--- src/rtl/bakraid_sdram_pkg.sv ---
// Shared types for the Bakraid SDRAM bank scheduler.
// Slot ids, slot count and the fetch FSM states.
package bakraid_sdram_pkg;
  localparam int NSLOTS = 4;
  typedef logic [1:0] slot_t;
  typedef enum logic [1:0] {IDLE, REQ, WAIT} state_t;
endpackage

--- src/rtl/bakraid_bank_sched_if.sv ---
// Requester and SDRAM bank signals of the scheduler.
// master = scheduler side, slave = requesters plus SDRAM controller.
interface bakraid_bank_sched_if
  import bakraid_sdram_pkg::*;
#(
  parameter int SDRAMW = 22,
  parameter int AW     = 22,
  parameter int DW     = 32
);
  logic                   DOWNLOADING;
  logic [NSLOTS-1:0]      REQ_CS;
  logic [NSLOTS*AW-1:0]   REQ_ADDR;
  logic [NSLOTS-1:0]      REQ_OK;
  logic [NSLOTS*DW-1:0]   REQ_DOUT;
  logic [SDRAMW-1:0]      SDRAM_ADDR;
  logic                   SDRAM_REQ;
  logic                   SDRAM_ACK;
  logic                   DATA_DST;
  logic                   DATA_RDY;
  logic [15:0]            DATA_READ;

  modport master (
    input  DOWNLOADING, REQ_CS, REQ_ADDR, SDRAM_ACK, DATA_DST, DATA_RDY, DATA_READ,
    output REQ_OK, REQ_DOUT, SDRAM_ADDR, SDRAM_REQ
  );
  modport slave (
    output DOWNLOADING, REQ_CS, REQ_ADDR, SDRAM_ACK, DATA_DST, DATA_RDY, DATA_READ,
    input  REQ_OK, REQ_DOUT, SDRAM_ADDR, SDRAM_REQ
  );
endinterface

--- src/rtl/bakraid_rr_arb4.sv ---
// Combinational 4-way round-robin picker: first set miss bit at or after the pointer.
module bakraid_rr_arb4
  import bakraid_sdram_pkg::*;
(
  input  logic [NSLOTS-1:0] i_miss,
  input  slot_t             i_ptr,
  output slot_t             o_gnt,
  output logic              o_gnt_vld
);
  always_comb begin
    o_gnt     = i_ptr;
    o_gnt_vld = |i_miss;
    // Scan farthest first so the nearest slot to the pointer wins.
    for (int k = NSLOTS - 1; k >= 0; k--) begin
      if (i_miss[i_ptr + slot_t'(k)]) o_gnt = i_ptr + slot_t'(k);
    end
  end
endmodule

--- src/rtl/bakraid_bank_sched.sv ---
// Four-slot SDRAM bank read scheduler with a one-entry result cache per slot.
// Misses are fetched round-robin; ROM download blocks fetches and flushes the caches.
module bakraid_bank_sched
  import bakraid_sdram_pkg::*;
#(
  parameter int                SDRAMW  = 22,
  parameter int                AW      = 22,
  parameter int                DW      = 32,
  parameter logic [SDRAMW-1:0] OFFSET0 = '0,
  parameter logic [SDRAMW-1:0] OFFSET1 = '0,
  parameter logic [SDRAMW-1:0] OFFSET2 = '0,
  parameter logic [SDRAMW-1:0] OFFSET3 = '0
) (
  input  logic                 CLK,
  input  logic                 RESET_N,
  bakraid_bank_sched_if.master bus
);
  state_t              r_state, w_state_nxt;
  slot_t               r_ptr, r_slot, w_gnt;
  logic                w_gnt_vld;
  logic [AW-1:0]       r_tag  [NSLOTS];
  logic [DW-1:0]       r_data [NSLOTS];
  logic [NSLOTS-1:0]   r_valid;
  logic [AW-1:0]       r_ftag;
  logic [15:0]         r_lo;
  logic                r_req;
  logic [SDRAMW-1:0]   r_addr;
  logic [AW-1:0]       w_addr [NSLOTS];
  logic [NSLOTS-1:0]   w_hit, w_miss;
  logic                w_xfer, w_dst, w_rdy;
  logic [DW-1:0]       w_fill;
  logic [SDRAMW-1:0]   w_off, w_sdaddr;
  logic [AW:0]         w_sh;

  always_comb begin
    for (int i = 0; i < NSLOTS; i++) begin
      w_addr[i] = bus.REQ_ADDR[i*AW +: AW];
      w_hit[i]  = bus.REQ_CS[i] & r_valid[i] & (w_addr[i] == r_tag[i]) & ~bus.DOWNLOADING;
    end
    w_miss = bus.REQ_CS & ~w_hit & {NSLOTS{~bus.DOWNLOADING}};
  end

  always_comb begin
    bus.REQ_DOUT = '0;
    for (int i = 0; i < NSLOTS; i++) bus.REQ_DOUT[i*DW +: DW] = r_data[i];
  end

  assign bus.REQ_OK     = w_hit;
  assign bus.SDRAM_REQ  = r_req;
  assign bus.SDRAM_ADDR = r_addr;

  bakraid_rr_arb4 u_arb (
    .i_miss    (w_miss),
    .i_ptr     (r_ptr),
    .o_gnt     (w_gnt),
    .o_gnt_vld (w_gnt_vld)
  );

  always_comb begin
    unique case (w_gnt)
      2'd0:    w_off = OFFSET0;
      2'd1:    w_off = OFFSET1;
      2'd2:    w_off = OFFSET2;
      default: w_off = OFFSET3;
    endcase
    w_sh     = (DW == 32) ? {w_addr[w_gnt], 1'b0} : {1'b0, w_addr[w_gnt]};
    w_sdaddr = SDRAMW'(w_sh) + w_off;
  end

  // Data may arrive together with the ACK, so REQ+ACK counts as a transfer cycle.
  assign w_xfer = (r_state == WAIT) | ((r_state == REQ) & bus.SDRAM_ACK);
  assign w_dst  = w_xfer & bus.DATA_DST;
  assign w_rdy  = w_xfer & bus.DATA_RDY;

  always_comb begin
    if (DW == 32) w_fill = w_dst ? DW'({bus.DATA_READ, bus.DATA_READ}) : DW'({bus.DATA_READ, r_lo});
    else          w_fill = DW'(bus.DATA_READ);
  end

  always_comb begin
    w_state_nxt = r_state;
    unique case (r_state)
      IDLE:    if (w_gnt_vld) w_state_nxt = REQ;
      REQ:     if (bus.SDRAM_ACK) w_state_nxt = w_rdy ? IDLE : WAIT;
      WAIT:    if (w_rdy) w_state_nxt = IDLE;
      default: w_state_nxt = IDLE;
    endcase
  end

  always_ff @(posedge CLK or negedge RESET_N) begin
    if (!RESET_N) r_state <= IDLE;
    else          r_state <= w_state_nxt;
  end

  always_ff @(posedge CLK or negedge RESET_N) begin
    if (!RESET_N) begin
      r_ptr   <= '0;
      r_slot  <= '0;
      r_ftag  <= '0;
      r_lo    <= '0;
      r_req   <= 1'b0;
      r_addr  <= '0;
      r_valid <= '0;
      for (int i = 0; i < NSLOTS; i++) begin
        r_tag[i]  <= '0;
        r_data[i] <= '0;
      end
    end else begin
      if (r_state == IDLE && w_gnt_vld) begin
        r_slot <= w_gnt;
        r_ftag <= w_addr[w_gnt];
        r_addr <= w_sdaddr;
        r_req  <= 1'b1;
        r_ptr  <= w_gnt + 1'b1;
      end
      if (r_state == REQ && bus.SDRAM_ACK) r_req <= 1'b0;
      if (w_dst) r_lo <= bus.DATA_READ;
      if (w_rdy) begin
        r_tag[r_slot]  <= r_ftag;
        r_data[r_slot] <= w_fill;
      end
      for (int i = 0; i < NSLOTS; i++) begin
        if (bus.DOWNLOADING)                   r_valid[i] <= 1'b0;
        else if (w_rdy && r_slot == slot_t'(i)) r_valid[i] <= 1'b1;
      end
    end
  end
endmodule

--- src/flat_wrapper.sv ---
// flat-port wrapper written by rule: the top's interface ports become plain ports
module bakraid_bank_sched_flat import bakraid_sdram_pkg::*;
#(
  parameter int                SDRAMW  = 22,
  parameter int                AW      = 22,
  parameter int                DW      = 32,
  parameter logic [SDRAMW-1:0] OFFSET0 = '0,
  parameter logic [SDRAMW-1:0] OFFSET1 = '0,
  parameter logic [SDRAMW-1:0] OFFSET2 = '0,
  parameter logic [SDRAMW-1:0] OFFSET3 = '0
)
  (CLK, RESET_N, bus_DOWNLOADING, bus_REQ_CS, bus_REQ_ADDR, bus_SDRAM_ACK, bus_DATA_DST, bus_DATA_RDY, bus_DATA_READ, bus_REQ_OK, bus_REQ_DOUT, bus_SDRAM_ADDR, bus_SDRAM_REQ);
  bakraid_bank_sched_if #(.SDRAMW(SDRAMW), .AW(AW), .DW(DW)) bus_i ();
  input  logic CLK;
  input  logic RESET_N;
  input wire logic [$bits(bus_i.DOWNLOADING)-1:0] bus_DOWNLOADING;
  input wire logic [$bits(bus_i.REQ_CS)-1:0] bus_REQ_CS;
  input wire logic [$bits(bus_i.REQ_ADDR)-1:0] bus_REQ_ADDR;
  input wire logic [$bits(bus_i.SDRAM_ACK)-1:0] bus_SDRAM_ACK;
  input wire logic [$bits(bus_i.DATA_DST)-1:0] bus_DATA_DST;
  input wire logic [$bits(bus_i.DATA_RDY)-1:0] bus_DATA_RDY;
  input wire logic [$bits(bus_i.DATA_READ)-1:0] bus_DATA_READ;
  output wire logic [$bits(bus_i.REQ_OK)-1:0] bus_REQ_OK;
  output wire logic [$bits(bus_i.REQ_DOUT)-1:0] bus_REQ_DOUT;
  output wire logic [$bits(bus_i.SDRAM_ADDR)-1:0] bus_SDRAM_ADDR;
  output wire logic [$bits(bus_i.SDRAM_REQ)-1:0] bus_SDRAM_REQ;
  assign bus_i.DOWNLOADING = bus_DOWNLOADING;
  assign bus_i.REQ_CS = bus_REQ_CS;
  assign bus_i.REQ_ADDR = bus_REQ_ADDR;
  assign bus_i.SDRAM_ACK = bus_SDRAM_ACK;
  assign bus_i.DATA_DST = bus_DATA_DST;
  assign bus_i.DATA_RDY = bus_DATA_RDY;
  assign bus_i.DATA_READ = bus_DATA_READ;
  assign bus_REQ_OK = bus_i.REQ_OK;
  assign bus_REQ_DOUT = bus_i.REQ_DOUT;
  assign bus_SDRAM_ADDR = bus_i.SDRAM_ADDR;
  assign bus_SDRAM_REQ = bus_i.SDRAM_REQ;
  bakraid_bank_sched #(.SDRAMW(SDRAMW), .AW(AW), .DW(DW), .OFFSET0(OFFSET0), .OFFSET1(OFFSET1), .OFFSET2(OFFSET2), .OFFSET3(OFFSET3)) u_core (.CLK(CLK), .RESET_N(RESET_N), .bus(bus_i));
endmodule
--- config.mk ---
export PLATFORM = sky130hd
export DESIGN_NAME = bakraid_bank_sched_flat
export DESIGN_NICKNAME = d
export VERILOG_FILES = /design/src/rtl/bakraid_sdram_pkg.sv /design/src/rtl/bakraid_bank_sched_if.sv /design/src/rtl/bakraid_rr_arb4.sv /design/src/rtl/bakraid_bank_sched.sv /design/src/flat_wrapper.sv
export SDC_FILE = /design/constraint.sdc
export NUM_CORES = 1
export LEC_CHECK = 0
export BUFFER_PORTS_ARGS = -buffer_cell sky130_fd_sc_hd__buf_2
export CORE_UTILIZATION = 40
export DETAILED_ROUTE_END_ITERATION = 10
export GPL_ROUTABILITY_DRIVEN = 1
export PLACE_DENSITY_LB_ADDON = 0.15
export SLEW_MARGIN = 20
export SYNTH_ARGS = -nofsm -noshare
export SYNTH_HDL_FRONTEND = slang
export SYNTH_SLANG_ARGS = --single-unit
--- constraint.sdc ---
create_clock -name CLK -period 6.1 [get_ports CLK]
set_clock_uncertainty 0.15 [all_clocks]
set_input_delay 0 -clock CLK [delete_from_list [all_inputs] [get_ports CLK]]
set_output_delay 0 -clock CLK [all_outputs]
set_load 0.05 [all_outputs]
-- Word level (Yosys, flattened, before mapping)
Index checks and enable logic that the tools add are counted.
- register bits: 286
- bits of input ports: 114
- output and inout port bits: 155
- word-level logic and storage cells: 117
- add/subtract/negate cells: 4
- $lt $le $gt $ge: 7
- equal/unequal tests: 12
- mux-type cells: 37
- bitwise operators: 22
- reductions and logical operators: 16
- operators with widths (cell ; number):
    $bwmux W128 ; 1
    $bwmux W88 ; 1
    $eq A22 B22 Y1 ; 4
    $mux W22 ; 3
    $demux W32 S2 ; 1
    $bmux W22 S2 ; 1
    $demux W22 S2 ; 1
    $mux W32 ; 1
    $mux W16 ; 1
    $mux W2 ; 8
    $and A1 B1 Y1 ; 15
    $mux W1 ; 14
    $lt A2 B3 Y1 const B ; 4
    $reduce_bool A2 Y1 ; 5
    $and A4 B4 Y4 ; 2
    $bmux W1 S2 ; 4
    $logic_and A1 B1 Y1 ; 7
    $eq A2 B2 Y1 const B ; 3
    $ge A3 B3 Y1 const B ; 2
    $not A2 Y3 ; 2
    $pmux W2 S3 ; 1
    $add A2 B1 Y2 const B ; 2
    $add A2 B2 Y2 const B ; 2
    $eq A2 B1 Y1 const B ; 2
    other kinds (9) ; 11

-- Logic depth before layout (Yosys ltp)
- depth in word-level cells: 16
- depth in mapped cells: 10
- gate-level depth less buffers: 8

-- By module
A second synthesis with hierarchy kept.
- cells, all modules: 871
- area, all modules: 11788.8 um^2
- modules (own cells, without submodules) (module ; times used ; cells an instance ; area each (um^2) ; sequential area each (um^2)):
    bakraid_bank_sched ; 1 ; 855 ; 11688.7 ; 6631.4
    bakraid_rr_arb4 ; 1 ; 16 ; 100.1 ; 0.0

-- Worst setup path after synthesis
OpenSTA, ideal clock, no wires.
- path kind: register to output
- start: reg u_core.r_tag[80] (netlist bit)
- end: out bus_REQ_OK[0]
- arrival time: 2605 ps
- slack: 3345 ps
- stages on the path, launching flop included: 5
- cell sequence: dfrtp_1 xor2_1 nor4_1 nand4_1 nor4b_1
- cells in the longest elaborated chain, start to end: 3
- ends and longest elaborated chain (element ; line ; source):
    start: declaration ; bakraid_bank_sched.sv:21 ; logic [AW-1:0] r_tag [NSLOTS];
    start signal: indexed assignment ; bakraid_bank_sched.sv:119 ; r_tag[r_slot] <= r_ftag;
    $eq A22 B22 Y1 ; bakraid_bank_sched.sv:38 ; w_hit[i] = bus.REQ_CS[i] & r_valid[i] & (w_addr[i] == r_tag[i]) & ~bus.DOWNLOADING;
    $and A1 B1 Y1 (2 in series) ; bakraid_bank_sched.sv:38 ;
    end: declaration ; flat_wrapper.sv:23 ; output wire logic [$bits(bus_i.REQ_OK)-1:0] bus_REQ_OK;
No other way between the ends.

-- Final worst setup path
- start: reg u_core.r_tag[27] (netlist bit)
- end: reg u_core.r_ftag[8]
- cells in the longest elaborated chain, start to end: 16
- ends and longest elaborated chain (element ; line ; source):
    $eq A22 B22 Y1 * ; bakraid_bank_sched.sv:38 ;
    $and A1 B1 Y1 * (2 in series) ; bakraid_bank_sched.sv:38 ;
    $not A4 Y4 * ; bakraid_bank_sched.sv:40 ; w_miss = bus.REQ_CS & ~w_hit & {NSLOTS{~bus.DOWNLOADING}};
    $and A4 B4 Y4 * (2 in series) ; bakraid_bank_sched.sv:40 ;
    $bmux W1 S2 ; bakraid_rr_arb4.sv:15 ; if (i_miss[i_ptr + slot_t'(k)]) o_gnt = i_ptr + slot_t'(k);
    $mux W1 (implied by the code) ; bakraid_rr_arb4.sv:15 ;
    $mux W2 (4 in series) ; bakraid_rr_arb4.sv:15 ;
    $not A2 Y3 (implied by the code) ; bakraid_bank_sched.sv:111 ; r_ftag <= w_addr[w_gnt];
    $bmux W22 S2 ; bakraid_bank_sched.sv:111 ;
    $mux W22 ; n/a ;
    $mux W22 (implied by the code) ; bakraid_bank_sched.sv:111 ;
    end signal: assignment ; bakraid_bank_sched.sv:111 ;
    end: declaration ; bakraid_bank_sched.sv:24 ; logic [AW-1:0] r_ftag;
Every way passes the cells marked *; elsewhere a longest branch is shown, timed or not. The select of a mux whose other input is x is not followed.
A chain may end at the register's enable or synchronous reset.

==> impl_results.md <==
- Status: finished, final reports clean
- Commonest cells post-synth: dfrtp_1, mux2_2, nand2_1, mux2i_1, xor2_1
- Synth top area cells: dfrtp_1, mux2_2, mux2i_1
- Fraction of layout cells with a size suffix above 1: approximately two fifths
- Number of flops mapped to enable cells by yosys: 0
- WHS: 0.0963 ns
- Netlist cell types: 45
- Ys async rst share: between 90% and 100%
- Grt total ovfl: 0
- Clock root buffer: clkbuf_16
- Final HPWL from detailed placement: 23.1 mm
- R2R cell count: 11
- Setup TNS: 0 ns
- Worst Hold Class: input port to register
- RSZ-0062 raised after global routing: false
- Initial Util: 41.1%
- Leading area contributor after synthesis: dfrtp_1
- Hold endpoint: u_core.r_state[0]
- CP Capture Type: register
- Leakage: 7.43 nW
- Largest net degree at the start of global routing: 142
- Syn Inst Count: just over 900
- WL/cell: 20.4 um
- Syn nets: 1028
- Most used DFF post-synth: dfrtp_1
- Initial antenna violation count: 0
- Clk slew on worst S/H paths: 0.06 ns
- Slew headroom: 23.5%
- Crit path launch type: register
- Fillers: 2498
- Clock buffer depth: 3
- First-pass GRT wire length: 50.4 mm
- # port buffers: about 270
- Top-area cell type share of the netlist area: 57.3%
- Hold Path Origin: bus_SDRAM_ACK
- Max Clk Rate: 0.225 GHz
- CTS resizes: 0
- Final net count: about 1400
- Least-Margin Pin Slew: ~1.1 ns
- Max_cap viols: 0
- GRT Total Usage: 23.0%
- Critical Path RT: around 6.4 ns
- Slew Limit Fails: 0
- CTS tree: yes
- Hold Fails Final Rpt: 0
- CTS sink cnt: 265
- Reg2reg end: u_core.r_ftag[8]
- Worst Hold Depth: 3
- Vias in the first global route: 8406
- Worst slack, placed: 2.61 ns
- Reg-to-Reg Start: u_core.r_tag[27]
- Cell area power density: 605 nW/um2
- Setup ws final: 1.65 ns
- Worst skew pair latency: 0.54 ns
- Final Cycle Share: 73.0%
- Synth warnings: 0
- Setup Fix Bufs, Post-CTS: 0
- Worst vdd ir: 0.000384 V
- Critical-path maximum fanout: 26
- Hold Buf Count CTS: 90
- Antenna Nets Post-Route: 0
- R2R setup slack: 1.65 ns
- Tmin final: ~4.5 ns
- I/O pin count: 269
- Cts bufs inserted: 29
- Top-count cell post-synth: dfrtp_1
- Die width: 172 um
- Detailed-route wire length: 33.7 mm
- Post-synthesis register bit count: 265
- First drt pass iteration count: 5
- WS Path Type: register to register
- Ant diodes: 0
- Via density: 5.02
- Mapped Area: roughly 12000 um2
- Gpl congestion: 0.879
- DR iter-0 viols: 429
- Setup Viol. Count Final: 0
- DRC Markers: 0
- H-tree Lvls: 1
- Chip height: around 170 um
- Core area: 28200 um2
- Die area: 29600 um2
- Seq/Total Area, Yosys: 57.3%
- Final core occ: 53.3%
- Std-Cell Rows: 61
- CP arrival: 4.72 ns
- Avg Inst Size Synth: 12.7 um2
- Routed vias: ~8300
- Synth-to-Final Area Change: 29.6%
registers in the layout, summed over array words and instances (netlist names):
signal                cells
u_core.r_ptr              2
u_core.r_tag             88
u_core.r_slot             2
u_core.r_ftag            22
u_core.r_lo              16
u_core.bus.SDRAM_REQ      1
u_core.bus.REQ_DOUT     128
u_core.r_valid            4
u_core.r_state            2
per-layer routing:
metal	vias to the layer above	GRT usage, %	part of all wire (%)
met5	-	0	0
met4	0	10.2	4.2
met3	71	4.81	6.3
met2	290	36.4	46
met1	4079	30.3	44
li1	3834	-	-
cell type report:
| cell class | count | area, um2 | area share [%] |
|---|---|---|---|
| flip-flops and latches | 265 | 6630 | 44.2 |
| multi-input cells | 562 | 4500 | 30.0 |
| clock inverters | 4 | 48.8 | 0.325 |
| inverters | 22 | 82.6 | 0.550 |
| repair buffers | 369 | 2370 | 15.8 |
| well taps | 378 | 473 | 3.15 |
| clock buffers | 47 | 903 | 6.02 |
where the power goes:
| part | switching (mW) | leakage [nW] | internal [mW] |
|---|---|---|---|
| Combinational | 2.87 | 3.64 | 1.37 |
| Sequential | 0.536 | 3.31 | 2.56 |
| Clock | 0.692 | 0.471 | 1.04 |
| Total | 4.10 | 7.43 | 4.98 |
placed cells by master (no fill, tap or decap), types with 2 or more instances in the layout:
| master | instances |
|---|---|
| buf_2 | 266 |
| dfrtp_1 | 265 |
| mux2_2 | 152 |
| dlygate4sd3_1 | 89 |
| nand2_1 | 81 |
| mux2i_1 | 60 |
| xor2_1 | 53 |
| o21ai_0 | 49 |
| xnor2_1 | 36 |
| clkbuf_16 | 29 |
| nor2_1 | 23 |
| inv_1 | 22 |
| o221ai_1 | 22 |
| a21oi_1 | 19 |
| nand4_1 | 12 |
| clkbuf_8 | 11 |
| buf_4 | 11 |
| nor4_1 | 10 |
| clkbuf_1 | 7 |
| nand3_1 | 4 |
| o21ai_1 | 4 |
| nor3_1 | 3 |
| nor2b_1 | 3 |
| nor2b_2 | 2 |
| or4_1 | 2 |
| or4_4 | 2 |
| o21a_1 | 2 |
| nand2b_1 | 2 |
| clkinv_2 | 2 |
metrics by stage:
step	instance area, um2	cells	total power, mW
floorplan	11600	914	6.12
detailed placement	13100	1506	7.17
CTS	15000	1647	9.16
global route	15000	1647	9.56
finish	15000	1647	9.08
global placement	13100	1506	7.11
critical path, stage by stage (launching register included):
cell           delay, ns
dfrtp_1             0.39
xor2_1              0.17
nor4_1              0.59
nand4_1             0.25
o21ai_1             0.33
o22ai_1             0.17
a211oi_4            0.26
buf_4               0.44
mux2i_1             0.26
dlygate4sd3_1       0.58
o221ai_1            0.11
dlygate4sd3_1       0.62
worst max-delay path by stage:
stage                        to        startpoint
4_1_cts        u_core.r_ftag[0]  u_core.r_tag[27]
3_5_place_dp   u_core.r_ftag[3]  u_core.r_tag[27]
3_3_place_gp   u_core.r_ftag[2]  u_core.r_tag[27]
2_1_floorplan     bus_REQ_OK[0]  u_core.r_tag[80]
5_1_grt        u_core.r_ftag[3]  u_core.r_tag[27]
6_report       u_core.r_ftag[8]  u_core.r_tag[27]
logic make-up (layout without fill, tap and decap cells):
family                    Yosys count  in the layout  synth area share, %
AOI/OAI and AO/OA                 110            110                 5.98
DFF                               265            265                 57.3
muxes                             212            212                 20.0
other                               1              1               0.0324
xor gates and xnor gates           89             89                 6.73
and+or+nand+nor                   150            150                 5.96
buffers and inverters              87            442                 4.07
(Power assumes the default switching activity.)
